`src/rtl/demux1x16_tdm_if.sv`:
```
// Bus bundle for the 1x16 TDM demultiplexer: serial slot input side and
// the parallel frame output side.
interface demux1x16_tdm_if;
  logic        din;
  logic        din_valid;
  logic        frame_start;
  logic [15:0] out;
  logic        out_valid;
  logic        frame_err;
  logic [3:0]  slot;

  // Upstream link / consumer side: drives the serial stream, observes frames.
  modport master (
    output din, din_valid, frame_start,
    input  out, out_valid, frame_err, slot
  );

  // Demultiplexer side.
  modport slave (
    input  din, din_valid, frame_start,
    output out, out_valid, frame_err, slot
  );
endinterface

```
`src/rtl/demux1x16_tdm.sv`:
```
// Serial TDM demultiplexer: collects 16 slot bits framed by a start marker
// and publishes the completed frame as one word with a single-cycle pulse.
//
// state   | meaning
// IDLE    | no frame in progress; waiting for a valid bit with frame_start
// COLLECT | frame in progress; slot_q is the index of the next expected bit
module demux1x16_tdm #(
  parameter int GAP_MAX = 8
) (
  input  logic               clk,
  input  logic               rst_n,
  demux1x16_tdm_if.slave     bus
);

  // A zero GAP_MAX still needs a one-bit counter so the port widths stay legal.
  localparam int GAP_W = (GAP_MAX > 0) ? $clog2(GAP_MAX + 1) : 1;

  typedef enum logic {IDLE, COLLECT} state_t;

  state_t             state;
  logic [15:0]        asm_q;
  logic [15:0]        asm_next;
  logic [3:0]         slot_q;
  logic [GAP_W-1:0]   gap_q;
  logic [15:0]        out_q;
  logic               out_valid_q;
  logic               frame_err_q;

  // Assembly word with the current bit merged in, so completion loads all 16 slots.
  always_comb begin
    asm_next         = asm_q;
    asm_next[slot_q] = bus.din;
  end

  // Frame sequencing, assembly, gap timeout and registered output pulses.
  always_ff @(posedge clk or negedge rst_n) begin
    if (!rst_n) begin
      state       <= IDLE;
      asm_q       <= '0;
      slot_q      <= '0;
      gap_q       <= '0;
      out_q       <= '0;
      out_valid_q <= 1'b0;
      frame_err_q <= 1'b0;
    end else begin
      out_valid_q <= 1'b0;
      frame_err_q <= 1'b0;
      case (state)
        IDLE: begin
          if (bus.din_valid && bus.frame_start) begin
            asm_q[0] <= bus.din;
            slot_q   <= 4'd1;
            gap_q    <= '0;
            state    <= COLLECT;
          end
        end
        COLLECT: begin
          if (bus.din_valid) begin
            gap_q <= '0;
            if (bus.frame_start) begin
              // Premature restart: drop the partial frame, this bit is slot 0.
              frame_err_q <= 1'b1;
              asm_q[0]    <= bus.din;
              slot_q      <= 4'd1;
            end else if (slot_q == 4'd15) begin
              asm_q       <= asm_next;
              out_q       <= asm_next;
              out_valid_q <= 1'b1;
              slot_q      <= 4'd0;
              state       <= IDLE;
            end else begin
              asm_q  <= asm_next;
              slot_q <= slot_q + 4'd1;
            end
          end else if ((GAP_MAX != 0) && (gap_q == GAP_W'(GAP_MAX))) begin
            // GAP_MAX idle cycles already tolerated; this one more aborts the frame.
            frame_err_q <= 1'b1;
            slot_q      <= 4'd0;
            state       <= IDLE;
          end else begin
            gap_q <= gap_q + 1'b1;
          end
        end
        default: state <= IDLE;
      endcase
    end
  end

  assign bus.out       = out_q;
  assign bus.out_valid = out_valid_q;
  assign bus.frame_err = frame_err_q;
  assign bus.slot      = slot_q;

endmodule

```
`src/flat_wrapper.sv`:
```
// flat-port wrapper written by rule: the top's interface ports become plain ports
module demux1x16_tdm_flat 
#(
  parameter int GAP_MAX = 8
)
  (clk, rst_n, bus_din, bus_din_valid, bus_frame_start, bus_out, bus_out_valid, bus_frame_err, bus_slot);
  demux1x16_tdm_if bus_i ();
  input  logic clk;
  input  logic rst_n;
  input wire logic [$bits(bus_i.din)-1:0] bus_din;
  input wire logic [$bits(bus_i.din_valid)-1:0] bus_din_valid;
  input wire logic [$bits(bus_i.frame_start)-1:0] bus_frame_start;
  output wire logic [$bits(bus_i.out)-1:0] bus_out;
  output wire logic [$bits(bus_i.out_valid)-1:0] bus_out_valid;
  output wire logic [$bits(bus_i.frame_err)-1:0] bus_frame_err;
  output wire logic [$bits(bus_i.slot)-1:0] bus_slot;
  assign bus_i.din = bus_din;
  assign bus_i.din_valid = bus_din_valid;
  assign bus_i.frame_start = bus_frame_start;
  assign bus_out = bus_i.out;
  assign bus_out_valid = bus_i.out_valid;
  assign bus_frame_err = bus_i.frame_err;
  assign bus_slot = bus_i.slot;
  demux1x16_tdm #(.GAP_MAX(GAP_MAX)) u_core (.clk(clk), .rst_n(rst_n), .bus(bus_i));
endmodule
```
`config.mk`:
```
export PLATFORM = sky130hd
export DESIGN_NAME = demux1x16_tdm_flat
export DESIGN_NICKNAME = d
export VERILOG_FILES = /design/src/rtl/demux1x16_tdm_if.sv /design/src/rtl/demux1x16_tdm.sv /design/src/flat_wrapper.sv
export SDC_FILE = /design/constraint.sdc
export NUM_CORES = 1
export LEC_CHECK = 0
export CAP_MARGIN = 20
export CORE_MARGIN = 2
export CORE_UTILIZATION = 30
export CTS_BUF_LIST = sky130_fd_sc_hd__clkbuf_8 sky130_fd_sc_hd__clkbuf_16
export DETAILED_ROUTE_END_ITERATION = 7
export HOLD_SLACK_MARGIN = 0.03
export SETUP_SLACK_MARGIN = 0.2
export SLEW_MARGIN = 5
export SYNTH_ARGS = -nofsm -noshare
export SYNTH_HDL_FRONTEND = slang
export SYNTH_SLANG_ARGS = --single-unit
export TNS_END_PERCENT = 10
```
`constraint.sdc`:
```
create_clock -name clk -period 3.67 [get_ports clk]
set_input_delay 0.734 -clock clk [delete_from_list [all_inputs] [get_ports clk]]
set_output_delay 0.734 -clock clk [all_outputs]
set_load 0.05 [all_outputs]
```
==> results.md, run 1 <==
* Pins Over Slew Limit at 0
* Maximum clock path buffer count at 2
* Distinct cells, synth at 32
* DR pass1 iterations at 4
* Slowest cell on crit path: clkdlybuf4s50_1
* Synth Area in XOR/XNOR at 0%
* Area of the die at 8490 um2
* Largest family of logic cells by synthesized area: multiplexers
* Critical path data required time at 2940 ps
* Initial antenna violation count at 0
* Adder-Cell Fraction of Synth Area at 3.76%
* ANT nets after route at 0
* Largest net degree at the start of global routing at 44
* Worst R2R Start: u_core.bus.slot[0]
* Largest cells by area after synthesis: dfrtp_1, mux2_2, mux2_4, nand3_1, ha_1
* Cell Area, Synth at 2330 um2
* Sw frac at 32.0%
* Setup_tns at 0 ps
* Setup crit end kind: primary output
* WP data arrival at 1620 ps
* Gate Count Post-Synth at 201
* Antenna cell count at 0
* DRC at 0
* Global Route Usage Sum at 11.9%
* Synthesis-stage register bit count at 43
* Die H at 92.1 um
* Comb pwr share at 23.5%
* Multi-input gate area at 1130 um2
* Critical path's largest stage delay at 850 ps
* First-pass GRT wire length at 8090 um
* Actual slew at the worst max-slew pin at 941 ps
* Number of synthesis warnings at 0
* Setup bufs post-CTS at 0
* Worst path cell trace: clkdlybuf4s50_1
* Seq/Total Area, Yosys at 46.2%
* Drt wl/cell at 14.5 um
* Worst-path clk slew at 80 ps
* I/O pins at 27
* Fmax at 424 MHz
* Final wirelength at 4710 um
* # rows at 32
* Post_cts resized at 0
* Fin. Hold Viols at 0
* Area of all sequential standard cells at 1080 um2
* Simple-Gate Fraction of Synth Area at 13.6%
* H-tree depth at 2
* Setup Skew at 6.74 ps
* Area Growth Syn to Fin at 18.1%
* Crit path kind: register to primary output
* Fillers at 778
* P_sw at 0.360 mW
* Syn nets at 213
* Multiplexer share of the synthesized area at 25.1%
* Max-cap violations at 0
* # hold bufs at CTS at 0
* DP HPWL at 2950 um
* Status: completed
* Count of final setup violators at 0
* Worst path buffer plus inverter count at 1
* Die W at 92.1 um
* Root Driver: clkbuf_8
* Initial DRC Count at 62
* Clk pwr share at 26.4%
* CTS Sinks at 43
* Number of vias per cell at 4.94
* Grt ovf at 0
* Peak VDD IR at 184 uV
* Crit path max-delay family: buffers and inverters
* Final period utilization at 64.2%
* Worst Hold Class: input port to async pin
* Post-synth top area share at 46.2%
* P_leak at 1.21 nW
* Gpl congestion at 0.789
* Nets at 233
* Initial Util at 30.6%
* Share of cells above drive strength 1 at 27.9%
* Worst slew margin at 37.0%
* Critical Path Start Type: register
* Synthesized area per cell at 11.6 um2
* Compound-Gate Fraction of Synth Area at 6.12%
* Routed vias at 1601
* Placed Area at 2650 um2
* Sequential power share at 50.1%
* Internal power at 0.764 mW
* TritonCTS buffer count at 5
* Core ar. at 7610 um2
* Crit path from: u_core.bus.slot[0]
* Leading area contributor after synthesis: dfrtp_1
* Finished Cell Area at 2750 um2
* Tmin final at 2360 ps
* Worst-Skew Late Latency at 300 ps
* CP max FO at 7
* RSZ-0062 raised after global routing: no
* Power Dens Cells at 408 nW/um2
* Number of port buffers at 26
* Vias in the first global route at 1590
* CTS tree: done
==> synthesized netlist by cell type (all sizes together) <==
master and number:
and3b 1, inv 7, mux2 48, a31oi 2, nand4 4, a2bb2oi 1
a41oi 2, o21a 1, o21ai 6, nand4b 1, nand3b 9, mux2i 1
nand2 7, nor4bb 1, a21oi 4, nand3 22, o211ai 1, nor2 3
dfrtp 43, ha 7, o22ai 1, nor2b 3, a211o 1, o31ai 1
clkbuf 8, nor3b 4, o41ai 1, a22oi 1, buf 10
==> registers in the layout, summed over array words and instances (netlist names) <==
| name | flops |
|---|---|
| u_core.bus.frame_err | 1 |
| u_core.bus.out | 16 |
| u_core.bus.slot | 4 |
| u_core.bus.out_valid | 1 |
| u_core.asm_q | 16 |
| u_core.gap_q | 4 |
| u_core.state | 1 |
==> placed cells by master (no fill, tap or decap), types with 5 or more instances in the layout <==
| master | Yosys | routed |
|---|---|---|
| nand3b_1 | 9 | 9 |
| nand3_1 | 22 | 22 |
| ha_1 | 7 | 7 |
| mux2_2 | 39 | 39 |
| o21ai_0 | 6 | 6 |
| nand2_1 | 7 | 7 |
| inv_1 | 7 | 8 |
| clkbuf_8 | 0 | 5 |
| dfrtp_1 | 43 | 43 |
| clkdlybuf4s50_1 | 0 | 25 |
| mux2_4 | 9 | 9 |
==> cell families after synthesis <==
| group | after synthesis |
|---|---|
| adders and majority gates | 7 |
| and+or+nand+nor | 55 |
| DFF | 43 |
| muxes | 49 |
| buffers and inverters | 25 |
| AOI/OAI and AO/OA | 22 |
==> metrics by stage <==
stage / setup WS (ps) / cells / hold WS [ps] / utilization [%] / total power, mW
finish: 1310 / 324 / 359 / 36.2 / 1.12
global route: 1260 / 324 / 375 / 36.2 / 1.20
CTS: 1290 / 323 / 509 / 35.9 / 1.14
detailed placement: 1090 / 315 / 489 / 34.8 / 0.835
global placement: 1090 / 315 / 482 / 34.8 / 0.831
floorplan: 1560 / 201 / 438 / - / 0.760
==> final cells by class <==
type,instances,area share (%)
Clock buffer,5,2.50
Clock inverter,3,0.591
Inverter,7,0.954
Multi-Input combinational cell,133,41.2
Sequential cell,43,39.1
Tap cell,102,4.63
Timing Repair Buffer,31,11.1
==> path summary, 6_finish.rpt <==
path / endpoint / slack [ps] / depth (start not counted)
max reg2reg: u_core.bus.out[2] / 1700 / 5
min: u_core.bus.out[14] / 360 / 1
max: bus_slot[0] / 1310 / 1
min in group clk: u_core.asm_q[7] / 510 / 1
min reg2reg: u_core.asm_q[7] / 510 / 1
max in group asynchronous: u_core.bus.slot[1] / 2830 / 2
==> routing by layer <==
metal  vias to the layer above  wire length, um  track usage [%]
met5                         -                0                0
met4                         0               63             3.73
met3                         6              164             2.96
met2                        29             2140             18.1
met1                       803             2340             16.7
li1                        763                -                -
==> worst reg2reg max path, stage by stage, from the launching register on <==
cell	delay [ps]
dfrtp_1	470
inv_1	170
ha_1	370
nor3b_1	240
mux2_2	360
mux2_4	250
==> power by group through the flow <==
stage	registers [mW]	clock network, mW	logic [mW]
after floorplan	0.583	0	0.177
after global placement	0.571	0	0.260
after detailed placement	0.572	0	0.263
after CTS	0.563	0.309	0.264
after global routing	0.572	0.327	0.299
final	0.563	0.297	0.264
Note: power is estimated with default switching activity, not from simulation.
==> run 2, diff against run 1 <==
==> constraint.sdc (replaced) <==
create_clock -name clk -period 1.9 [get_ports clk]
set_input_delay 0.38 -clock clk [delete_from_list [all_inputs] [get_ports clk]]
set_output_delay 0.38 -clock clk [all_outputs]
set_load 0.05 [all_outputs]
==> run 2 against run 1 <==
  * Final cell count increased by 3.4%
  * Global-route usage increased by 0.11 points
  * Count of clock-buffer cells in the layout increased by 2
  * Utilization increased by 3.0 points
  * Die area unchanged
  * Largest power group unchanged
  * Highest routed layer unchanged
==> results.md, run 2 (same netlist as run 1, synthesis figures left out) <==
* Worst slew margin at 67.1%
* Crit path kind: register to register
* Die H at 92.1 um
* Root Driver: clkbuf_8
* Vias in the first global route at 1568
* Area of the die at 8490 um2
* DR pass1 iterations at 4
* P_leak at 1.34 nW
* Slowest cell on crit path: dfrtp_4
* Leading cell type in the layout, fill and taps excluded: dfrtp_1
* Routed vias at 1647
* CTS tree: done
* Final wirelength at 4830 um
* Count of final setup violators at 0
* Crit path from: u_core.bus.slot[1]
* Share of cells above drive strength 1 at 47.2%
* Max-cap violations at 0
* Initial Util at 30.6%
* WP data arrival at 1910 ps
* I/O pins at 27
* Top Usage Layer GRT: met2
* Commonest non-fill, non-tap cells in the layout: dfrtp_1, mux2_2, buf_4, nand3_1, mux2_4
* CP dominant cell by count: mux2_4
* Status: completed
* Nets at 244
* Met3 GRT Util at 3.04%
* Area of all sequential standard cells at 1090 um2
* Core ar. at 7610 um2
* RSZ-0062 raised after global routing: yes
* Pins Over Slew Limit at 0
* Number of vias per cell at 4.92
* Internal power at 1.64 mW
* TritonCTS buffer count at 5
* Hold depth at 1
* CTS Sinks at 43
* Number of port buffers at 26
* Die W at 92.1 um
* Global Route Usage Sum at 12.0%
* Critical path's largest stage delay at 550 ps
* Largest net degree at the start of global routing at 33
* Worst Hold Class: register to register
* Non-filler instance count after layout at 335
* M1 GR Usage at 17.2%
* First-pass GRT wire length at 8160 um
* Worst-Skew Late Latency at 290 ps
* Worst reg2reg path depth at 5
* Worst-path clk slew at 80 ps
* DP HPWL at 3210 um
* CP max FO at 8
* Final period utilization at 90.6%
* Hold Path Origin: u_core.asm_q[12]
* Fillers at 781
* Worst path cell trace: inv_4 > ha_4 > nor3b_4 > mux2_4 > mux2_4
* Drt wl/cell at 14.4 um
* # rows at 32
* ANT nets after route at 0
* Clk pwr share at 26.9%
* Sw frac at 30.6%
* Initial DRC Count at 127
* Comb pwr share at 26.4%
* Area Growth Syn to Fin at 27.9%
* Fmax at 581 MHz
* Sequential power share at 46.8%
* Final Power at 2.37 mW
* Setup Skew at 5.86 ps
* DRC at 0
* Initial antenna violation count at 0
* Tmin final at 1720 ps
* Grt ovf at 0
* Critical path data required time at 2090 ps
* Placed cell count at 324
* P_sw at 0.725 mW
* Actual slew at the worst max-slew pin at 495 ps
* H-tree depth at 2
* Antenna cell count at 0
* Peak VDD IR at 388 uV
* Worst R2R Start: u_core.bus.slot[1]
* Critical Path Start Type: register
* Gpl congestion at 0.763
* Fin. Hold Viols at 0
* Multi-input gate area at 1240 um2
* Maximum clock path buffer count at 2
* Setup crit end kind: register
* Met2 Usage GRT at 17.9%
* Power Dens Cells at 795 nW/um2
[run 2: worst max-delay path: cells and delay by family, from the launching register on]
kind / cells / cell delay, ps
flops: 1 / 550
fa+ha+maj: 1 / 200
simple gates: 1 / 200
mux: 2 / 560
buf+inv: 1 / 110
[run 2: worst paths after layout]
check / slack (ps) / endpoint
min in group asynchronous: 570 / u_core.bus.out[15]
worst min register to register: 510 / u_core.asm_q[12]
worst min-delay path: 510 / u_core.asm_q[12]
worst max register to register: 180 / u_core.bus.out[1]
max in group asynchronous: 770 / u_core.asm_q[10]
worst max-delay path: 180 / u_core.bus.out[1]
[run 2: per-layer routing]
| metal | share of wire (%) | routed length [um] |
|---|---|---|
| met1 | 50 | 2420 |
| met2 | 45 | 2180 |
| met3 | 3.5 | 170 |
| met4 | 1.2 | 57 |
| met5 | 0 | 0 |
[run 2: final cells by class]
cell class | count | share of cell area [%]
sequential | 43 | 36.4
clock inverter | 1 | 0.126
multi-input combinational | 133 | 41.7
inverter | 7 | 1.05
timing repair buffer | 42 | 13.2
tap | 102 | 4.28
clock buffer | 7 | 3.23
[run 2: power by group through the flow]
stage	Clock, mW	Combinational (mW)	Sequential (mW)
floorplan	0	0.400	1.14
global placement	0	0.597	1.12
detailed placement	0	0.606	1.13
CTS	0.664	0.608	1.11
global route	0.701	0.688	1.12
finish	0.636	0.625	1.11
[run 2: timing repair]
| item | CTS | global route |
|---|---|---|
| buffers inserted | 0 | 1 |
| pin swaps | 0 | 1 |
| endpoints found under the hold margin | 16 | 0 |
| hold buffers | 1 | 0 |
| gates resized for setup | 1 | 9 |
| gates cloned | 0 | 1 |
| setup endpoints to repair | 15 | 17 |
[run 2: through the flow]
step	worst slack [ps]	setup TNS (ps)	util (%)	hold WS [ps]	area (um2)
final	178	0	39.2	506	2980
after global routing	115	0	39.2	530	2980
after CTS	136	0	38.5	507	2930
after detailed placement	-19.8	-95.5	37.1	343	2820
after global placement	26.4	0	37.1	344	2820
after floorplan	104	0	-	84.4	2440
==> run 3, diff against run 2 <==
--- a/config.mk
+++ b/config.mk
@@ -5,12 +5,15 @@
 export SDC_FILE = /design/constraint.sdc
 export NUM_CORES = 1
 export LEC_CHECK = 0
+export ABC_CLOCK_PERIOD_IN_PS = 1900
 export CAP_MARGIN = 20
 export CORE_MARGIN = 2
-export CORE_UTILIZATION = 30
+export CORE_UTILIZATION = 50
 export CTS_BUF_LIST = sky130_fd_sc_hd__clkbuf_8 sky130_fd_sc_hd__clkbuf_16
+export CTS_CLUSTER_DIAMETER = 50
 export DETAILED_ROUTE_END_ITERATION = 7
 export HOLD_SLACK_MARGIN = 0.03
+export PLACE_DENSITY = 0.75
 export SETUP_SLACK_MARGIN = 0.2
 export SLEW_MARGIN = 5
 export SYNTH_ARGS = -nofsm -noshare
==> run 3 against run 2 <==
  * Die area decreased by 38%
  * Highest routed layer unchanged
  * Sequential share of layout area increased by 1.1 points
  * Final cell count decreased by 16%
  * Largest cell class unchanged
  * Total power increased by 7.8%
  * Sequential power about the same
==> results.md, run 3 (same netlist as run 1, synthesis figures left out) <==
* Root Driver: clkbuf_8
* Antenna cell count at 0
* CTS Sinks at 43
* Slowest cell on crit path: clkdlybuf4s50_1
* ANT nets after route at 0
* Critical path data required time at 1520 ps
* Critical path's largest stage delay at 810 ps
* TritonCTS buffer count at 5
* Final wirelength at 4740 um
* DR pass1 iterations at 4
* First-pass GRT wire length at 8250 um
* Critical Path Start Type: register
* Fmax at 546 MHz
* Fin. Hold Viols at 0
* Area of the die at 5220 um2
* Setup bufs post-CTS at 0
* CP max FO at 2
* Drt wl/cell at 16.8 um
* Status: completed
* Worst Hold Class: input port to async pin
* Leading cell type in the layout, fill and taps excluded: dfrtp_1
* Die H at 72.3 um
* Max-cap violations at 0
* WP data arrival at 1450 ps
* Core ar. at 4410 um2
* Multi-input gate area at 1210 um2
* Number of vias per cell at 5.73
* DP HPWL at 3280 um
* P_leak at 1.36 nW
* Crit path kind: register to primary output
* Global Route Usage Sum at 20.2%
* Pins Over Slew Limit at 0
* Share of cells above drive strength 1 at 43.5%
* Worst-Skew Late Latency at 290 ps
* Placed cell count at 274
* Nets at 241
* Gpl congestion at 0.844
* Number of port buffers at 26
* DRC at 0
* Largest net degree at the start of global routing at 44
* Setup crit end kind: primary output
* Maximum clock path buffer count at 2
* Commonest non-fill, non-tap cells in the layout: dfrtp_1, mux2_2, buf_4, nand3_1, mux2_4
* Power Dens Cells at 883 nW/um2
* Die W at 72.3 um
* Count of final setup violators at 0
* Worst path cell trace: clkdlybuf4s50_1
* Crit path max-delay family: buffers and inverters
* Peak VDD IR at 884 uV
* RSZ-0062 raised after global routing: yes
* Util after Layout at 65.5%
* Area Growth Syn to Fin at 24.1%
* Final Power at 2.55 mW
* Final period utilization at 96.4%
* Non-filler instance count after layout at 282
* Worst slew margin at 64.5%
* Vias in the first global route at 1655
* Initial antenna violation count at 0
* Grt ovf at 0
* Tmin final at 1830 ps
* Worst path buffer plus inverter count at 1
* # rows at 24
* Routed vias at 1615
* Actual slew at the worst max-slew pin at 532 ps
* Worst-path clk slew at 80 ps
* Setup Skew at 4.01 ps
* CTS tree: done
* I/O pins at 27
* H-tree depth at 2
* Initial Util at 52.8%
* Fillers at 333
* Area of all sequential standard cells at 1090 um2
* Initial DRC Count at 137
==> run 3: worst register-to-register path, stage by stage, from the launching register on <==
cell	delay [ps]
dfrtp_4	550
inv_4	110
ha_2	210
buf_4	140
nand3b_1	90
mux2_2	280
mux2_2	270
==> run 3: worst paths after layout <==
kind / start / endpoint / slack (ps) / cells past startpoint
setup / recovery: u_core.bus.out[6] / bus_out[6] / 70 / 1
hold / removal: rst_n / u_core.asm_q[15] / 150 / 2
setup reg to reg: u_core.bus.slot[0] / u_core.bus.out[8] / 150 / 6
hold reg to reg: u_core.asm_q[14] / u_core.asm_q[14] / 510 / 1
max in group asynchronous: rst_n / u_core.bus.slot[0] / 1340 / 2
min in group clk: u_core.asm_q[14] / u_core.asm_q[14] / 510 / 1
==> run 3: area by class of cell <==
class / instances / share of cell area, %
tap: 52 / 2.25
sequential: 43 / 37.5
multi-input combinational: 133 / 42.0
clock buffer: 5 / 2.38
timing repair buffer: 39 / 12.7
clock inverter: 3 / 2.21
inverter: 7 / 0.995
==> run 3: metal layers <==
metal	global-route usage [%]	vias up	wire length (um)
li1	-	787	-
met1	27.0	798	2230
met2	33.7	25	2310
met3	4.72	5	161
met4	4.40	0	41
met5	0	-	0
==> run 3: what timing repair did <==
action | CTS | global route
hold buffers | 0 | 0
endpoints found under the setup margin | 17 | 22
gates resized for setup | 1 | 2
==> run 3: per-stage QoR <==
step	instance area, um2	setup slack, ps	setup TNS, ps	hold WS [ps]
2_1_floorplan	2440	104	0	84.4
3_3_place_gp	2760	8.34	0	480
3_5_place_dp	2760	-63.9	-561	486
4_1_cts	2890	42.1	0	162
5_1_grt	2890	23.1	0	196
6_report	2890	69.0	0	146
==> run 3: power breakdown <==
part,internal (mW),switching [mW]
clock,0.520,0.313
combinational,0.294,0.312
sequential,1.01,0.107
